<file path="src/rtl/memory_access_stage_pkg.sv">
// Shared types and constants for the CPU memory stage (package cpu_mem_pkg).
package cpu_mem_pkg;

  localparam int          DEFAULT_DATA_W = 16;
  localparam logic [15:0] TIMEOUT_DATA   = 16'hDEAD;

  typedef enum logic [1:0] {
    IDLE = 2'd0,
    WAIT = 2'd1,
    DONE = 2'd2
  } mem_state_t;

  typedef struct packed {
    logic wbs;
    logic ni;
  } wb_ctrl_t;

  // Control word loaded into the writeback register while the stage is stalled.
  localparam wb_ctrl_t BUBBLE = '{wbs: 1'b0, ni: 1'b1};

endpackage

</file>
<file path="src/rtl/memory_access_stage_if.sv">
// Data-memory bus between the memory stage (master) and the memory (slave).
interface memory_access_stage_if #(
  parameter int DATA_W = 16
);
  // Handshake: master raises mem_req with mem_we/mem_addr/mem_wdata stable and
  // holds them until the slave returns a single-cycle mem_ack (with mem_rdata
  // valid on that same edge); mem_req drops on the edge that samples mem_ack.
  logic              mem_req;
  logic              mem_we;
  logic [DATA_W-1:0] mem_addr;
  logic [DATA_W-1:0] mem_wdata;
  logic [DATA_W-1:0] mem_rdata;
  logic              mem_ack;

  modport master (
    output mem_req, mem_we, mem_addr, mem_wdata,
    input  mem_rdata, mem_ack
  );

  modport slave (
    input  mem_req, mem_we, mem_addr, mem_wdata,
    output mem_rdata, mem_ack
  );
endinterface

</file>
<file path="src/rtl/mem_watchdog.sv">
// Ack-wait timeout counter and sticky error flag for the memory stage.
module mem_watchdog #(
  parameter int TIMEOUT_CYCLES = 16
) (
  input  logic clk,
  input  logic rst,
  input  logic start,
  input  logic in_wait,
  input  logic ack,
  output logic timeout,
  output logic err
);

  localparam int CNT_W = $clog2(TIMEOUT_CYCLES + 1);

  logic [CNT_W-1:0] cnt;

  // An ack on the final allowed cycle still wins over the timeout.
  assign timeout = in_wait && !ack && (cnt == CNT_W'(TIMEOUT_CYCLES - 1));

  always_ff @(posedge clk) begin
    if (rst) begin
      cnt <= '0;
      err <= 1'b0;
    end else begin
      if (start) begin
        cnt <= '0;
      end else if (in_wait) begin
        cnt <= cnt + CNT_W'(1);
      end
      if (timeout) begin
        err <= 1'b1;
      end
    end
  end

endmodule

</file>
<file path="src/rtl/memory_access_stage.sv">
// Memory stage of the 16-bit pipelined CPU: load/store over a req/ack memory bus.
// Optional ack watchdog enabled by defining MEM_TIMEOUT_EN.
module memory_access_stage
  import cpu_mem_pkg::*;
#(
  parameter int DATA_W         = DEFAULT_DATA_W,
  parameter int TIMEOUT_CYCLES = 16
) (
  input  logic                         clk,
  input  logic                         rst,
  input  logic                         wbs_in,
  input  logic [DATA_W-1:0]            calcData_in,
  input  logic [DATA_W-1:0]            wdata_in,
  input  logic                         re_in,
  input  logic                         we_in,
  input  logic                         ni_in,
  output logic                         stall_out,
  memory_access_stage_if.master        mem,
  output logic                         wbs_out,
  output logic [DATA_W-1:0]            memData_out,
  output logic [DATA_W-1:0]            calcData_out,
  output logic                         ni_out,
  output logic                         err_out,
  output mem_state_t                   state_dbg
);

  localparam logic [1:0] S_IDLE = IDLE;
  localparam logic [1:0] S_WAIT = WAIT;
  localparam logic [1:0] S_DONE = DONE;

  logic [1:0]        state;
  logic [DATA_W-1:0] rdata_q;
  logic              access;
  logic              timeout;

  assign access    = !ni_in && (re_in || we_in);
  assign stall_out = !rst && (((state == S_IDLE) && access) || (state == S_WAIT));
  assign state_dbg = mem_state_t'(state);

`ifdef MEM_TIMEOUT_EN
  mem_watchdog #(
    .TIMEOUT_CYCLES(TIMEOUT_CYCLES)
  ) u_watchdog (
    .clk    (clk),
    .rst    (rst),
    .start  ((state == S_IDLE) && access),
    .in_wait(state == S_WAIT),
    .ack    (mem.mem_ack),
    .timeout(timeout),
    .err    (err_out)
  );
`else
  assign timeout = 1'b0;
  assign err_out = 1'b0;
`endif

  always_ff @(posedge clk) begin
    if (rst) begin
      state         <= S_IDLE;
      mem.mem_req   <= 1'b0;
      mem.mem_we    <= 1'b0;
      mem.mem_addr  <= '0;
      mem.mem_wdata <= '0;
      rdata_q       <= '0;
      wbs_out       <= 1'b0;
      memData_out   <= '0;
      calcData_out  <= '0;
      ni_out        <= 1'b1;
    end else begin
      case (state)
        S_IDLE: begin
          if (access) begin
            state         <= S_WAIT;
            mem.mem_req   <= 1'b1;
            mem.mem_we    <= we_in;
            mem.mem_addr  <= calcData_in;
            mem.mem_wdata <= wdata_in;
            wbs_out       <= BUBBLE.wbs;
            ni_out        <= BUBBLE.ni;
          end else begin
            wbs_out      <= wbs_in;
            calcData_out <= calcData_in;
            memData_out  <= '0;
            ni_out       <= ni_in;
          end
        end
        S_WAIT: begin
          wbs_out <= BUBBLE.wbs;
          ni_out  <= BUBBLE.ni;
          if (mem.mem_ack) begin
            if (!mem.mem_we) begin
              rdata_q <= mem.mem_rdata;
            end
            state       <= S_DONE;
            mem.mem_req <= 1'b0;
          end else if (timeout) begin
            rdata_q     <= DATA_W'(TIMEOUT_DATA);
            state       <= S_DONE;
            mem.mem_req <= 1'b0;
          end
        end
        S_DONE: begin
          // Upstream is frozen, so the inputs still describe this instruction.
          wbs_out      <= wbs_in;
          calcData_out <= calcData_in;
          ni_out       <= 1'b0;
          memData_out  <= mem.mem_we ? '0 : rdata_q;
          state        <= S_IDLE;
        end
        default: state <= S_IDLE;
      endcase
    end
  end

endmodule

</file>
<file path="src/flat_wrapper.sv">
// flat-port wrapper written by rule: the top's interface ports become plain ports
module memory_access_stage_flat import cpu_mem_pkg::*;
#(
  parameter int DATA_W         = DEFAULT_DATA_W,
  parameter int TIMEOUT_CYCLES = 16
)
  (clk, rst, wbs_in, calcData_in, wdata_in, re_in, we_in, ni_in, stall_out, wbs_out, memData_out, calcData_out, ni_out, err_out, state_dbg, mem_mem_req, mem_mem_we, mem_mem_addr, mem_mem_wdata, mem_mem_rdata, mem_mem_ack);
  memory_access_stage_if #(.DATA_W(DATA_W)) mem_i ();
  input  logic clk;
  input  logic rst;
  input  logic wbs_in;
  input  logic [DATA_W-1:0] calcData_in;
  input  logic [DATA_W-1:0] wdata_in;
  input  logic re_in;
  input  logic we_in;
  input  logic ni_in;
  output logic stall_out;
  output logic wbs_out;
  output logic [DATA_W-1:0] memData_out;
  output logic [DATA_W-1:0] calcData_out;
  output logic ni_out;
  output logic err_out;
  output mem_state_t state_dbg;
  output wire logic [$bits(mem_i.mem_req)-1:0] mem_mem_req;
  output wire logic [$bits(mem_i.mem_we)-1:0] mem_mem_we;
  output wire logic [$bits(mem_i.mem_addr)-1:0] mem_mem_addr;
  output wire logic [$bits(mem_i.mem_wdata)-1:0] mem_mem_wdata;
  input wire logic [$bits(mem_i.mem_rdata)-1:0] mem_mem_rdata;
  input wire logic [$bits(mem_i.mem_ack)-1:0] mem_mem_ack;
  assign mem_mem_req = mem_i.mem_req;
  assign mem_mem_we = mem_i.mem_we;
  assign mem_mem_addr = mem_i.mem_addr;
  assign mem_mem_wdata = mem_i.mem_wdata;
  assign mem_i.mem_rdata = mem_mem_rdata;
  assign mem_i.mem_ack = mem_mem_ack;
  memory_access_stage #(.DATA_W(DATA_W), .TIMEOUT_CYCLES(TIMEOUT_CYCLES)) u_core (.clk(clk), .rst(rst), .wbs_in(wbs_in), .calcData_in(calcData_in), .wdata_in(wdata_in), .re_in(re_in), .we_in(we_in), .ni_in(ni_in), .stall_out(stall_out), .mem(mem_i), .wbs_out(wbs_out), .memData_out(memData_out), .calcData_out(calcData_out), .ni_out(ni_out), .err_out(err_out), .state_dbg(state_dbg));
endmodule
</file>
<file path="config.mk">
export PLATFORM = sky130hd
export DESIGN_NAME = memory_access_stage_flat
export DESIGN_NICKNAME = d
export VERILOG_FILES = /design/src/rtl/memory_access_stage_pkg.sv /design/src/rtl/memory_access_stage_if.sv /design/src/rtl/mem_watchdog.sv /design/src/rtl/memory_access_stage.sv /design/src/flat_wrapper.sv
export SDC_FILE = /design/constraint.sdc
export NUM_CORES = 1
export LEC_CHECK = 0
export BUFFER_PORTS_ARGS = -buffer_cell sky130_fd_sc_hd__buf_2
export CORE_UTILIZATION = 45
export CTS_CLUSTER_DIAMETER = 60
export CTS_CLUSTER_SIZE = 25
export DETAILED_ROUTE_END_ITERATION = 8
export PLACE_DENSITY_LB_ADDON = 0.15
export SLEW_MARGIN = 25
export SYNTH_ARGS = -nofsm -noshare
export SYNTH_HDL_FRONTEND = slang
export SYNTH_SLANG_ARGS = --single-unit
</file>
<file path="constraint.sdc">
create_clock -name clk -period 3.1 [get_ports clk]
set_input_delay 0.62 -clock clk [delete_from_list [all_inputs] [get_ports clk]]
set_output_delay 0.62 -clock clk [all_outputs]
set_load 0.01 [all_outputs]
</file>
* After elaboration in Yosys (flattened, before gate mapping)
Index checks and enable logic that the tools add are counted.
Operators by class: equal/unequal tests 5, multiplexer cells 15, bitwise logic cells 1, reduce and logical (&&, ||, !) cells 16
Operator list (number):
- 16-bit case mux with 2 select lines | 2
- 16-bit two-way mux | 3
- 1-bit case mux with 3 select lines | 2
- 2-bit AND reduction | 3
- 3-bit AND reduction | 2
- 1-bit two-way mux | 4
- 2-bit two-way mux | 2
- 2-bit inequality test, second input constant | 2
- 2-bit case mux with 2 select lines | 1
- 2-bit nonzero test | 2
- 1-bit logical AND | 3
- 3-bit nonzero test | 1
- 2-bit by 1-bit equality test with 1-bit output, second input constant | 1
- 2-bit equality test, second input constant | 1
- 1-bit logical NOT | 2
- 2-bit logical NOT | 1
- 1-bit logical OR | 2
- 2-bit by 1-bit inequality test with 1-bit output, second input constant | 1
- 1-bit case mux with 2 select lines | 1
- 1-bit inverter | 1
Storage, ports and cells: register bits 86, input port bits 55, output and inout bits 72, word-level logic and storage cells 47

* Depth between registers and ports, before layout
depth after elaboration 5, depth in mapped cells 8, mapped depth without buffers 5

* Least setup slack after synthesis
OpenSTA, ideal clock, no wires.
kind input port to output port, from in ni_in, to out stall_out, arrival time 1.403 ns, path slack 1.077 ns, stages 5, buffers on the path 2, cell sequence o21ba_2 > buf_4 > buf_4 > a21oi_1 > nor2_1
On the way: cells in the longest elaborated chain, start to end 5
Ends and longest elaborated chain:
- start, declared | line flat_wrapper.sv:16 | input logic ni_in;
- 1-bit logical NOT | line memory_access_stage.sv:36 | assign access = !ni_in && (re_in || we_in);
- 1-bit logical AND | line memory_access_stage.sv:36
- 1-bit logical AND | line memory_access_stage.sv:37 | assign stall_out = !rst && (((state == S_IDLE) && access) || (state == S_WAIT));
- 1-bit logical OR | line memory_access_stage.sv:37
- 1-bit logical AND | line memory_access_stage.sv:37
- end, declared | line flat_wrapper.sv:17 | output logic stall_out;
No other way between the ends.

* Worst setup path in the final report
from reg u_core.state[1], in the netlist u_core.state_dbg[1], to out stall_out
On the way: cells in the longest elaborated chain, start to end 4, elaborated cells between the ends (all ways) 5
Ends and longest elaborated chain:
- start, declared | line memory_access_stage.sv:31 | logic [1:0] state;
- start signal, assigned | line memory_access_stage.sv:59 | state <= S_IDLE;
- start signal, assigned | line memory_access_stage.sv:73 | state <= S_WAIT;
- start signal, assigned | line memory_access_stage.sv:94 | state <= S_DONE;
- 2-bit logical NOT | line memory_access_stage.sv:37
- 1-bit logical AND | line memory_access_stage.sv:37
- 1-bit logical OR * | line memory_access_stage.sv:37
- 1-bit logical AND * | line memory_access_stage.sv:37
Mark *: on every way between the ends. The rest lies on a longest branch, timed or not.

==> impl_metrics.yaml <==
detailed_routing:
  ant_nets: 0
  vias: 3125
  via_per_inst: 5.06
  wl_um: 8540
  dr.pass1.iters: 6
  wl_per_cell_um: 13.8
  drcViolationCount: 0
  drt_iter0_drc: 115
global_route:
  grt.total_usage_pct: 20.9
  grt_pass1_wl_um: 13900
  grt_overflow_total: 0
  grt_max_degree: 63
  grt_pass1_vias: 2922
  antenna_found_initial: 1
die:
  coreArea_um2: 7690
  start_util_pct: 46.4
  die-area_um2: 8280
  rows: 32
  die_y_um: 91.0
  die_w_um: 91.0
  io_pins: 127
finish:
  post-route-util_pct: 57.9
  n_antenna_cell: 0
  area_delta_synth_final_pct: 24.9
  drive_above_1_share_pct: 29.8
  seq_area_um2: 1720
  nNetsFinal: 570
  multi_input_comb_area_um2: 1630
  fillers: 741
worst_setup_path:
  critPathCaptureType: "output port"
  startpoint_type: "flop"
  worstSetupPathType: "flop to output port"
  cp.arrival_ns: 1.75
  cp_data_required_time_ns: 2.48
  critPathMaxFanout: 15
run_status:
  status: "finished clean"
timing:
  rsz0062_at_grt: "no"
  relSlewSlack_pct: 57.3
  setup-tns-final_ns: 0
  hold_viol: 0
  setup_slack_ns: 0.735
  min_period_ns: 2.37
  fin_crit_sh_pct: 76.3
  whs_ns: 0.456
  final_max_slew_viol_count: 0
  skew_ns: 0.00650
  finalSetupViolations: 0
  tightest_slew_ns: 0.639
  fmax_mhz: 423
run:
  max_cap_viol_count: 0
power:
  ir_drop_uv: 304
  total_power_mw: 2.72
  leakagePower_nw: 1.99
  power_per_cell_area_nw_per_um2: 610
clock_network:
  numCtsBuffers: 9
  cts.repair.resized: 0
  clockRootBuffer: "clkbuf_8"
  clock_path_buffers: 2
  numClockSinks: 86
  htree_levels: 3
  cts_setup_buffers: 0
  holdBufCountCts: 0
  clk_pin_slew_ns: 0.08
  tritoncts: "built"
  clk_latency_ns: 0.34
logic_synthesis:
  synth_compound_area_share_pct: 14.9
  syn_nets: 459
  ys_seq_area_share_pct: 48.3
  ys_seq_elements: 86
  synthSimpleGateAreaFrac_pct: 20.2
  syn_inst: 400
  syn_area_um2: 3570
  yosys-mux-area-fraction_pct: 8.98
  yosys_warnings: 0
  syn_area_per_cell_um2: 8.91
  synth_fa_ha_area_share_pct: 1.40
  synth_top_family_by_area: "simple AND/OR/NAND/NOR gates"
  ys_types: 27
  synthXorXnorAreaFrac_pct: 0
placement:
  dp_hpwl_um: 5720
  dp_slack_ns: 0.864
  portBuffers: 125
  globalplace.congestion: 0.781
hold_path:
  holdCritPathClass: "flop to flop"
## sequential cells by signal, indices dropped and copies added, names as in the netlist
name                  flops
u_core.ni_out             1
u_core.mem.mem_addr      16
u_core.rdata_q           16
u_core.calcData_out      16
u_core.mem.mem_we         1
u_core.wbs_out            1
u_core.state_dbg          2
u_core.mem.mem_req        1
u_core.memData_out       16
u_core.mem.mem_wdata     16
## stage by stage
stage	std cells	area (um2)
detailed placement	602	4180
CTS	618	4450
global placement	602	4180
floorplan	400	3570
global route	618	4450
finish	618	4450
## critical path: stages (launching register included)
cell and delay, ns:
dfxtp_1 0.34, inv_1 0.11, ha_1 0.32, buf_4 0.27
a21oi_1 0.09, nor2_1 0.12, buf_2 0.14
## where the power goes
group	leakage, nW	switching [mW]	internal, mW	total (mW)
sequential	0.702	0.0363	1.18	1.21
combinational	1.15	0.275	0.193	0.467
clock	0.134	0.395	0.643	1.04
## logic make-up after synthesis
family | Yosys count
and+or+nand+nor | 141
AOI/OAI and AO/OA | 98
DFF | 86
buffers and inverters | 38
muxes | 32
adders and majority gates | 4
other | 1
## cell usage after synthesis
master	instances	area [um2]
nand2b_1	50	313
ha_1	4	50.1
and3b_1	1	8.76
o21bai_2	1	11.3
o21ai_0	35	175
nand2_1	50	188
o41ai_1	1	8.76
a21oi_1	55	275
conb_1	1	3.75
a2111oi_2	1	15.0
inv_1	4	15.0
a21oi_4	1	16.3
dfxtp_1	86	1720
nor2_1	3	11.3
nand4b_1	1	8.76
a31oi_1	1	6.26
nor3b_2	1	12.5
a211oi_1	2	15.0
nand3_1	34	170
buf_8	3	45.0
buf_2	12	60.1
nand3b_1	1	7.51
clkbuf_1	10	37.5
mux2i_1	32	320
o21ba_2	1	10.0
buf_4	6	45.0
clkbuf_2	3	15.0
## path summary, 6_finish.rpt
| check | startpoint | end | slack, ns | cells after the start |
|---|---|---|---|---|
| hold / removal | u_core.rdata_q[11] | u_core.rdata_q[11] | 0.46 | 2 |
| setup / recovery | u_core.state_dbg[1] | stall_out | 0.73 | 6 |
| setup reg to reg | u_core.state_dbg[0] | u_core.state_dbg[1] | 0.94 | 7 |
| hold reg to reg | u_core.rdata_q[11] | u_core.rdata_q[11] | 0.46 | 2 |
## area by class of cell
class	count	share of cell area (%)
Clock buffer	11	3.17
Tap cell	102	2.87
Inverter	4	0.337
Sequential cell	86	38.7
Clock inverter	5	2.89
Timing Repair Buffer	134	15.6
Multi-Input combinational cell	276	36.5
## layer usage
layer | up-vias | global-route usage [%] | wire, um
met3 | 19 | 4.77 | 535
met5 | - | 0 | 10
met1 | 1436 | 26.1 | 3850
li1 | 1568 | - | -
met2 | 100 | 34.3 | 3950
met4 | 2 | 9.66 | 186
## layout by cell type, fill, tap and decap left out, types with 9 or more instances in the layout
cell	count
a21oi_1	55
buf_2	125
buf_4	9
clkbuf_8	10
dfxtp_1	86
mux2i_1	32
nand2_1	50
nand2b_1	50
nand3_1	34
o21ai_0	35
Note: power is estimated with default switching activity, not from simulation.
